## src/rtl/link_tx_scheduler.sv

```systemverilog
// Round-robin scheduler for the 32-bit FPGA1->FPGA2 link: one burst per grant,
// sequenced as req -> rdy -> BURST_LEN words -> ack -> release, with wait timeouts.
module link_tx_scheduler #(
    parameter int unsigned NUM_SRC        = 4,
    parameter int unsigned BURST_LEN      = 10,
    parameter int unsigned TIMEOUT_CYCLES = 4096
) (
    input  logic                       clk,
    input  logic                       rst,
    input  logic [NUM_SRC-1:0]         src_req,
    input  logic [32*NUM_SRC-1:0]      src_data,
    output logic [NUM_SRC-1:0]         src_pop,
    output logic [31:0]                link_data,
    output logic                       link_req,
    input  logic                       link_rdy,
    input  logic                       link_ack,
    output logic [$clog2(NUM_SRC)-1:0] grant_id,
    output logic                       busy,
    output logic                       timeout_err
);

    localparam int unsigned ID_W  = $clog2(NUM_SRC);
    localparam int unsigned CNT_W = $clog2(BURST_LEN + 1);
    localparam int unsigned TMR_W = $clog2(TIMEOUT_CYCLES);

    typedef enum logic [2:0] {
        S_IDLE,
        S_REQ_WAIT,
        S_SEND,
        S_ACK_WAIT,
        S_RELEASE
    } state_t;

    state_t            state;
    state_t            state_d;
    logic              rdy_meta;
    logic              rdy_s;
    logic              ack_meta;
    logic              ack_s;
    logic [ID_W-1:0]   ptr;
    logic [ID_W-1:0]   arb_sel;
    logic              arb_found;
    logic [CNT_W-1:0]  word_cnt;
    logic [TMR_W-1:0]  tmr;
    logic              tmr_expired;
    logic              waiting;
    logic              link_req_d;
    logic              timeout_err_d;
    logic [31:0]       src_word [NUM_SRC];

    for (genvar i = 0; i < NUM_SRC; i++) begin : g_word
        assign src_word[i] = src_data[32*i +: 32];
    end

    assign tmr_expired = (tmr == TMR_W'(TIMEOUT_CYCLES - 1));
    assign waiting     = (state == S_REQ_WAIT) || (state == S_ACK_WAIT);
    assign busy        = (state != S_IDLE);

    // rdy/ack come from the other FPGA's clock domain
    always_ff @(posedge clk) begin
        if (rst) begin
            rdy_meta <= 1'b0;
            rdy_s    <= 1'b0;
            ack_meta <= 1'b0;
            ack_s    <= 1'b0;
        end else begin
            rdy_meta <= link_rdy;
            rdy_s    <= rdy_meta;
            ack_meta <= link_ack;
            ack_s    <= ack_meta;
        end
    end

    // First requester after the last grant, wrapping around
    always_comb begin
        logic [ID_W-1:0] cand;
        arb_found = 1'b0;
        arb_sel   = '0;
        cand      = '0;
        for (int unsigned k = 1; k <= NUM_SRC; k++) begin
            cand = ID_W'((32'(ptr) + k) % NUM_SRC);
            if (!arb_found && src_req[cand]) begin
                arb_found = 1'b1;
                arb_sel   = cand;
            end
        end
    end

    always_ff @(posedge clk) begin
        if (rst) state <= S_IDLE;
        else     state <= state_d;
    end

    always_comb begin
        state_d = state;
        case (state)
            S_IDLE:     if (arb_found) state_d = S_REQ_WAIT;
            S_REQ_WAIT: if (rdy_s || tmr_expired) state_d = rdy_s ? S_SEND : S_RELEASE;
            S_SEND:     if (word_cnt == CNT_W'(BURST_LEN - 1)) state_d = S_ACK_WAIT;
            S_ACK_WAIT: if (ack_s || tmr_expired) state_d = S_RELEASE;
            S_RELEASE:  if (!ack_s) state_d = S_IDLE;
            default:    state_d = S_IDLE;
        endcase
    end

    always_comb begin
        src_pop       = '0;
        link_req_d    = 1'b0;
        timeout_err_d = 1'b0;
        if (state == S_SEND) src_pop[grant_id] = 1'b1;
        link_req_d    = (state_d == S_REQ_WAIT) || (state_d == S_SEND) || (state_d == S_ACK_WAIT);
        // a completed handshake wins over an expiring timer in the same cycle
        timeout_err_d = (state == S_REQ_WAIT && state_d == S_RELEASE) ||
                        (state == S_ACK_WAIT && state_d == S_RELEASE && !ack_s);
    end

    always_ff @(posedge clk) begin
        if (rst) begin
            link_req    <= 1'b0;
            link_data   <= '0;
            grant_id    <= '0;
            ptr         <= ID_W'(NUM_SRC - 1);
            timeout_err <= 1'b0;
            word_cnt    <= '0;
            tmr         <= '0;
        end else begin
            link_req    <= link_req_d;
            timeout_err <= timeout_err_d;
            if (state == S_IDLE && arb_found) begin
                grant_id <= arb_sel;
                ptr      <= arb_sel;
            end
            if (state == S_SEND) begin
                link_data <= src_word[grant_id];
                word_cnt  <= word_cnt + CNT_W'(1);
            end else begin
                word_cnt  <= '0;
            end
            tmr <= (waiting && state_d == state) ? tmr + TMR_W'(1) : '0;
        end
    end

endmodule

```

## config.mk

```make
export PLATFORM = sky130hd
export DESIGN_NAME = link_tx_scheduler
export DESIGN_NICKNAME = d
export VERILOG_FILES = /design/src/rtl/link_tx_scheduler.sv
export SDC_FILE = /design/constraint.sdc
export NUM_CORES = 1
export LEC_CHECK = 0
export CORE_ASPECT_RATIO = 2
export CORE_MARGIN = 2
export CORE_UTILIZATION = 42
export DETAILED_ROUTE_END_ITERATION = 6
export PLACE_DENSITY = 0.87
export SLEW_MARGIN = 5
export SYNTH_ARGS = -nofsm -noshare
export SYNTH_HDL_FRONTEND = slang
export SYNTH_SLANG_ARGS = --single-unit
```

## constraint.sdc

```tcl
create_clock -name clk -period 3.22 [get_ports clk]
set_clock_uncertainty 0.15 [all_clocks]
set_input_delay 0.966 -clock clk [delete_from_list [all_inputs] [get_ports clk]]
set_output_delay 0.966 -clock clk [all_outputs]
set_load 0.01 [all_outputs]
```

==> key figures <==
Run status
  – Status: completed

Synth
  – Ys flop type: dfxtp_1
  – Most common cell in the netlist: nand2_1
  – Synth unique cells: 43
  – Synth async-reset ratio: 0%
  – Synth area leader: dfxtp_1
  – Top cells by count, synth: nand2_1 (74), dfxtp_1 (61), a21oi_1 (38)
  – Synth top area cells: dfxtp_1 (38%), mux4_2 (22%), nand2_1 (8.5%)
  – Warnings, synthesis: 0
  – Synth Cell Area: 0.00325 mm2
  – Number of synthesized flops with an enable pin: 0
  – Syn_area_per_cell: 9.91 um2
  – Cell count after synthesis: 328
  – Synth top area share: 37.6%
  – Syn_nets: 467
  – Post-synthesis sequential area ratio: 37.6%
  – #FFs+latches synth: 61

Power
  – Part of the power in combinational logic: 21.4%
  – Power Internal: 1780 uW
  – Power density cells: 429 mW/mm2
  – Clock network power share: 43.0%
  – Sequential share of power: 35.6%
  – Switching Share: 22.5%
  – Max IR drop VDD: 0.359 mV
  – P_sw: 517 uW
  – Leakage power: 0.00184 uW
  – Overall power: 2300 uW

Routing
  – Total Wirelength: 9.99 mm
  – Metal3 WL: 594 um
  – Top Layer Used: met4
  – Drc violations: 0
  – Via density: 5.34
  – Via Count: 3187
  – Wire per inst: 16.7 um
  – Metal-1 WL: 3.25 mm
  – Met2 wire len: 5.79 mm
  – First-pass DRT Iterations: 4
  – Iteration-0 DRC count of the detailed router: 115
  – Final ANT Viol Nets: 0

Placement
  – Placer Congestion: 0.828
  – Placed Area: 0.00505 mm2
  – Detail Placement HPWL: 7.93 mm
  – Port-buffer cells: 176

Timing
  – RSZ-0062 raised after global routing: no
  – Final setup TNS: 0 ns
  – Relative slew margins: 61.8%
  – Slew Viols, Final: 0
  – FMAX: 0.329 GHz
  – Hold violation count in the final report: 0
  – Clock period minus worst slack: 3.04 ns
  – Fin Hold WS: 0.306 ns
  – Worst-Margin Slew: 0.571 ns
  – Count of final setup violators: 0
  – Fin crit share: 94.5%

GRT
  – Initial antenna violation count: 0
  – Largest net degree at the start of global routing: 49
  – First-pass GRT wire length: 15.3 mm
  – Overflow after GRT: 0
  – Vias in the first global route: 3272
  – Tot GR Track Use: 24.1%

Layout
  – Design area: 0.00536 mm2
  – Multi-input logic area: 0.00190 mm2
  – N_diodes: 0
  – Share of cells above drive strength 1: 14.5%
  – Nets: 637
  – Register area: 0.00122 mm2
  – Layout area overhead: 64.7%
  – Fillers: 580

Die
  – Row Count: 45
  – Die height: 128 um
  – Die area: 0.00851 mm2
  – I/O pin total: 177
  – Initial core utilization: 43.1%
  – Core area: 0.00754 mm2
  – Die width: 66.2 um

Worst setup path
  – Max FO, Critical Path: 6
  – Crit path kind: register to output pin
  – CP Data Arrival Time: 1.93 ns
  – Required @ worst endpoint: 2.10 ns
  – CP max stage cell: clkdlybuf4s50_1
  – CP Launch Type: register
  – Crit-path cells: inv_1 > or3_1 > nor3_1 > clkdlybuf4s50_1
  – Largest stage delay, worst path: 0.59 ns
  – Critical Path Sink Type: output pin

Clock tree
  – Clock root buffer: clkbuf_16
  – CTS sink count: 61
  – H-tree Lvls: 3
  – Max clock buf depth: 2
  – Clock slew at reported path FFs: 0.05 ns
  – CTS tree: built
  – Worst-Skew Late Latency: 0.32 ns
  – CTS Buf Count: 9

Min path
  – Hold crit path type: register to register

Run
  – Max_cap viols: 0
flip-flops by register name (all words and copies together) (netlist names):
name,count
ack_meta,1
ack_s,1
grant_id,2
link_data,32
link_req,1
ptr,2
rdy_meta,1
rdy_s,1
state,3
timeout_err,1
tmr,12
word_cnt,4
kinds of logic after synthesis:
family,count (synthesis),synth area share (%)
adders and majority gates,3,1.15
xor gates and xnor gates,12,3.23
and+or+nand+nor,145,22.8
AOI/OAI and AO/OA,48,8.35
muxes,34,22.9
DFF,61,37.6
buffers and inverters,25,4.00
timing repair:
| action | in CTS | in global routing |
|---|---|---|
| gates resized for setup | 0 | 1 |
| endpoints found under the setup margin | 0 | 4 |
| hold buffers | 0 | 0 |
| setup buffers | 0 | 0 |
layout make-up:
cell class | count | area share [%]
clock buffers | 11 | 4.35
clock inverters | 5 | 1.40
well taps | 94 | 2.20
flip-flops and latches | 61 | 22.9
repair buffers | 181 | 33.5
inverters | 3 | 0.210
multi-input cells | 242 | 35.5
worst max-delay path, delay by kind of cell (launching register included):
| kind | cells | cell delay (ns) |
|---|---|---|
| AND/OR/NAND/NOR | 2 | 0.51 |
| buffers and inverters | 2 | 0.71 |
| flip-flops | 1 | 0.38 |
per-stage QoR:
stage	cells	utilization [%]	worst slack, ns
floorplan	328	-	0.713
global placement	581	66.9	0.473
detailed placement	581	66.9	0.425
CTS	597	71.0	0.0708
global route	597	71.0	0.0813
finish	597	71.0	0.179
layout by cell type (no fill, tap or decap), types with 5 or more instances in the layout:
cell type and count:
clkdlybuf4s50_1 175, nand2_1 74, dfxtp_1 59, a21oi_1 38
mux4_2 32, nor2_1 14, clkbuf_16 9, xor2_1 8
nor2_2 8, nor3_1 7, nor2b_1 6, nand2b_1 6
nand3_1 5, nor3b_1 5, buf_4 5
power groups by stage:
stage | clock, uW | sequential, uW | combinational [uW]
after floorplan | 0 | 816 | 274
after global placement | 0 | 830 | 483
after detailed placement | 0 | 833 | 494
after CTS | 999 | 818 | 495
after global routing | 1030 | 821 | 526
final | 987 | 818 | 491
layer usage:
layer / vias to the layer above / track usage, %
met5: - / 0
met4: 0 / 11.6
met3: 25 / 4.46
met2: 134 / 46.4
met1: 1517 / 23.3
li1: 1511 / -
path summary, 6_finish.rpt:
| check | slack [ns] | depth (start not counted) | end | startpoint |
|---|---|---|---|---|
| min reg2reg | 0.31 | 2 | link_data[24] | link_data[24] |
| min | 0.31 | 2 | link_data[24] | link_data[24] |
| max reg2reg | 1.13 | 4 | link_data[18] | grant_id[0] |
| max | 0.18 | 4 | src_pop[0] | state[1] |
Note: power is estimated with default switching activity, not from simulation.
==> edit 1 (same flow settings) <==
Encoding of `state_t`: now Gray code (3 bits for 5 states).
--- a/src/rtl/link_tx_scheduler.sv
+++ b/src/rtl/link_tx_scheduler.sv
@@ -26,7 +26,7 @@
     typedef enum logic [2:0] {
-        S_IDLE,
-        S_REQ_WAIT,
-        S_SEND,
-        S_ACK_WAIT,
-        S_RELEASE
+        S_IDLE     = 3'b000,
+        S_REQ_WAIT = 3'b001,
+        S_SEND     = 3'b011,
+        S_ACK_WAIT = 3'b010,
+        S_RELEASE  = 3'b110
     } state_t;
Check against the original RTL: same outputs for any inputs over 4 cycles, from zero or initial values and one cycle with rst high; so few cycles prove little.
==> edit 1 against the unedited design <==
  * Area after synthesis shrank 4.0%
  * Wire length fell by 1.2%
  * Die area fell by 3.8%
  * Power is 4.6% lower
  * First-iteration DRC count increased by 31%
  * Sequential cell count unchanged
  * Cell area decreased by 2.2%
  * Setup slack better by 0.15 ns
  * Count of clock-buffer cells in the layout grew 2
  * Critical endpoint is now src_pop[3]
==> edit 1: results (changes against the unedited design) <==
power:
  ir_worst_vdd_v: 0.000329  # -8.4%
  pwr-share-seq: 0.365  # +0.009
  powerClk_uw: 952  # -3.5%
  power_mw: 2.19  # -4.6%
  powerDensity_nw_per_um2: 418  # -2.5%
  switching_power_uw: 468  # -9.5%
route:
  drtIter0Drc: 151  # +31%
  drt-pass1-iter-count: 5  # +1
  viasPerCell: 5.40  # +1.2%
  routed_wl_mm: 9.87  # -1.2%
  num_vias: 3215  # +0.88%
  met3_length_um: 647  # +8.9%
  wl_met2_mm: 5.78  # -0.24%
grt:
  met1_usage: 0.243  # +0.0102
  met2_usage: 0.485  # +0.0204
  grt_pass1_wl_mm: 15.8  # +3.0%
  grt.total_usage: 0.252  # +0.0118
  grt_pass1_vias: 3381  # +3.3%
  use_met3: 0.0571  # +0.0126
  grt_max_degree: 37  # -24%
synth:
  synth.area.top_cells: "dfxtp_1 39%, mux4_2 23%, nand2_1 9.0%, a21oi_1 6.1%, nor2_1 2.9%"
  netlist_instances: 329  # +0.30%
  syn_nets: 468  # +0.21%
finish:
  buffer_area_frac: 0.342  # +0.00744
  comb.multi_input.count: 241  # -0.41%
  nClkBuffers: 13  # +2
  seq_share: 0.233  # +0.00484
  n_fill_cell: 513  # -12%
  nNonClkInverters: 6  # +3
  buffers_excl_clock: 181  # unchanged
  drive_above_1_share: 0.109  # -0.0358
  clk_share: 0.0573  # -0.000156
  flops_and_latches: 61  # unchanged
  multi_input_area_um2: 1780  # -6.1%
  nets: 639  # +0.31%
critical_path:
  cp_max_fo: 5  # -1
  critPathMaxStageDelay_ns: 0.54  # -0.05 ns
  crit_arrival_ns: 1.77  # -0.16 ns
placed_design:
  place_congestion: 0.924  # +12%
  dp.cells: 581  # unchanged
  dp.final_hpwl_mm: 7.82  # -1.3%
  dpl_worst_slack_ns: 0.513  # +0.0878 ns
cts:
  ctsLongestPathBuffers: 2  # unchanged
floorplanning:
  die_w_um: 65.0  # -1.9%
outcome:
  status: "completed"
timing:
  relSlewSlack: 0.606  # -0.0121
## edit 1: cell count changes after synthesis, moves of 4 or more
cell / delta
nor3b_1: -4
buf_2: -4
nor2_2: -8
o21ai_0: +6
nor2_1: +10
clkbuf_1: +6
## edit 1: cells by family (layout without fill, tap and decap cells)
group,count (synthesis),count (layout),share of synthesized area
muxes,33,33,0.234
DFF,61,61,0.391
and+or+nand+nor,141,141,0.203
xor gates and xnor gates,12,12,0.0337
AOI/OAI and AO/OA,52,52,0.0885
buffers and inverters,27,201,0.0377
adders and majority gates,3,3,0.0120
## edit 1: worst paths after layout
path / to / cells past startpoint / startpoint / slack [ns]
min reg2reg: ack_s / 1 / ack_meta / 0.29
max reg2reg: tmr[9] / 5 / tmr[0] / 1.09
max: src_pop[3] / 4 / state[2] / 0.33
min: ack_s / 1 / ack_meta / 0.29
## edit 1: worst max-delay path, delay by kind of cell, from the launching register on
kind                   cells  cell delay, ns
and+or+nand+nor            2            0.46
DFF                        1            0.32
buffers and inverters      2            0.67
==> edit 2 (same flow settings) <==
Without the edit above. Set the parameter `NUM_SRC` to 2 (it was 4).
--- a/src/rtl/link_tx_scheduler.sv
+++ b/src/rtl/link_tx_scheduler.sv
@@ -3,3 +3,3 @@
 module link_tx_scheduler #(
-    parameter int unsigned NUM_SRC        = 4,
+    parameter int unsigned NUM_SRC        = 2,
     parameter int unsigned BURST_LEN      = 10,
Interface: changed (resized grant_id, src_data, src_pop and src_req); port bits go from 177 to 108. The function was not compared with the original's and may differ.
==> edit 2 against the unedited design <==
  * The run now ends with DRC left
  * Synthesized cell count down 19%
  * Area after synthesis decreased by 23%
  * Core utilization is 4.2 points lower
  * Power shrank 14%
  * Cell area down 28%
  * Sequential power decreased by 0.7%
  * Sequential cell count is 2 lower
  * Setup slack gained 0.21 ns
  * Register-to-register slack gained 0.12 ns
  * Critical path depth down 1
  * Global-route usage decreased by 4.2 points
  * Wire length shrank 41%
  * Critical path type unchanged
  * Critical endpoint unchanged
  * Largest power group is now registers
==> edit 2: results (changes against the unedited design) <==
finish:
  antennaDiodeCount: 0  # unchanged
  top_regs: "link_data x32, tmr x12, word_cnt x4"
  nets: 443  # -30%
  n_fill_cell: 483  # -17%
  drive_above_1_share: 0.0533  # -0.0918
route:
  drtIter0Drc: 90  # -22%
  drc: 4  # +4
  routed_wl_mm: 5.93  # -41%
  top_layer_used: "met4"
  drt-pass1-iter-count: 6  # +2
  met3_length_um: 378  # -36%
  num_vias: 2248  # -29%
  wl_met2_mm: 3.37  # -42%
  wl_met1_mm: 2.08  # -36%
hold_path:
  min_path_type: "reg2reg"
grt:
  grt.total_usage: 0.199  # -0.0416
  met2_usage: 0.366  # -0.0978
  antenna_found_initial: 0  # unchanged
  met1_usage: 0.186  # -0.0468
  grt_max_degree: 66  # +35%
  grt_pass1_vias: 2342  # -28%
  use_met3: 0.0697  # +0.0251
  grt_pass1_wl_mm: 10.1  # -34%
synth:
  synth.area.top_cells: "dfxtp_1 47%, mux2i_1 13%, a211oi_1 9.6%, nor2_1 7.3%, xor2_1 2.4%"
  synth_most_common_cell: "dfxtp_1"
  async_reset_ff_frac: 0  # unchanged
  synth-edff-count: 0  # unchanged
  ys_warn_count: 0  # unchanged
  syn_nets: 340  # -27%
  synthDistinctLibCells: 32  # -26%
  yosysSeqAreaShare: 0.471  # +0.0953
  ys_top_cells_by_count: "59 x dfxtp_1, 49 x nor2_1, 32 x a211oi_1, 32 x mux2i_1, 10 x nand2_1"
outcome:
  status: "finished with violations"
  violations: "DRC"
power:
  p_leak_nw: 1.34  # -27%
  ir_worst_vdd_v: 0.000428  # +19%
cts:
  ctsLongestPathBuffers: 2  # unchanged
  htree_levels: 3  # unchanged
  clk_latency_ns: 0.32  # about the same
  post_cts_buffers: 0  # unchanged
  cts_made_buffers: 9  # unchanged
  cts_root_buf: "clkbuf_16"
  cts.clk_slew.worst_paths_ns: 0.05  # about the same
  cts_resized: 0  # unchanged
critical_path:
  cp_max_fo: 11  # +5
  crit_arrival_ns: 1.71  # -0.22 ns
placed_design:
  place_area_um2: 3590  # -29%
  dp.final_hpwl_mm: 4.42  # -44%
  place_congestion: 0.829  # about the same
  dpl_worst_slack_ns: 0.727  # +0.302 ns
  numPortBuffers: 107  # -39%
timing:
  tightestPinTransition_ns: 0.620  # +0.0486 ns
-- edit 2: changes by cell type after synthesis, sizes merged, moves of 3 or more --
cell	delta
mux4	-32
a21oi	-36
nand2	-64
nand2b	-4
or3	-3
nor2	+27
nor3b	-4
a211oi	+31
mux2i	+31
-- edit 2: cell families after synthesis --
logic type      synth area share
compound gates             0.124
xor+xnor                  0.0384
fa+ha+maj                 0.0150
buf+inv                   0.0434
flops                      0.471
mux                        0.128
simple gates               0.181
-- edit 2: final timing paths --
path,slack (ns),start,end,cells past startpoint
max,0.39,state[1],src_pop[0],3
min,0.29,ack_meta,ack_s,1
max reg2reg,1.25,tmr[0],tmr[4],5
min reg2reg,0.29,ack_meta,ack_s,1
-- edit 2: final cells by class --
class / instances / area, µm² / area share
Sequential cell: 59 / 1180 / 0.308
Inverter: 5 / 18.8 / 0.00488
Multi-Input combinational cell: 185 / 1220 / 0.318
Clock buffer: 13 / 240 / 0.0625
Timing Repair Buffer: 110 / 1090 / 0.283
Tap cell: 61 / 76.3 / 0.0199
Clock inverter: 3 / 15.0 / 0.00390
-- edit 2: worst max-delay path: stages (launching register included) --
cell	delay, ns
dfxtp_1	0.49
nand2_1	0.20
nor2_1	0.14
clkdlybuf4s50_1	0.56
-- edit 2: per-stage QoR --
step                hold slack, ns  std cells  total power, mW
floorplan                    0.264        267            0.992
global placement             0.272        420             1.17
detailed placement           0.282        420             1.18
CTS                          0.294        436             2.01
global route                 0.314        436             2.07
finish                       0.290        436             1.98
-- edit 2: power by group --
part	internal [mW]	total [mW]	switching, mW
logic	0.208	0.352	0.144
registers	0.778	0.812	0.0340
clock network	0.515	0.811	0.296
total	1.50	1.98	0.474
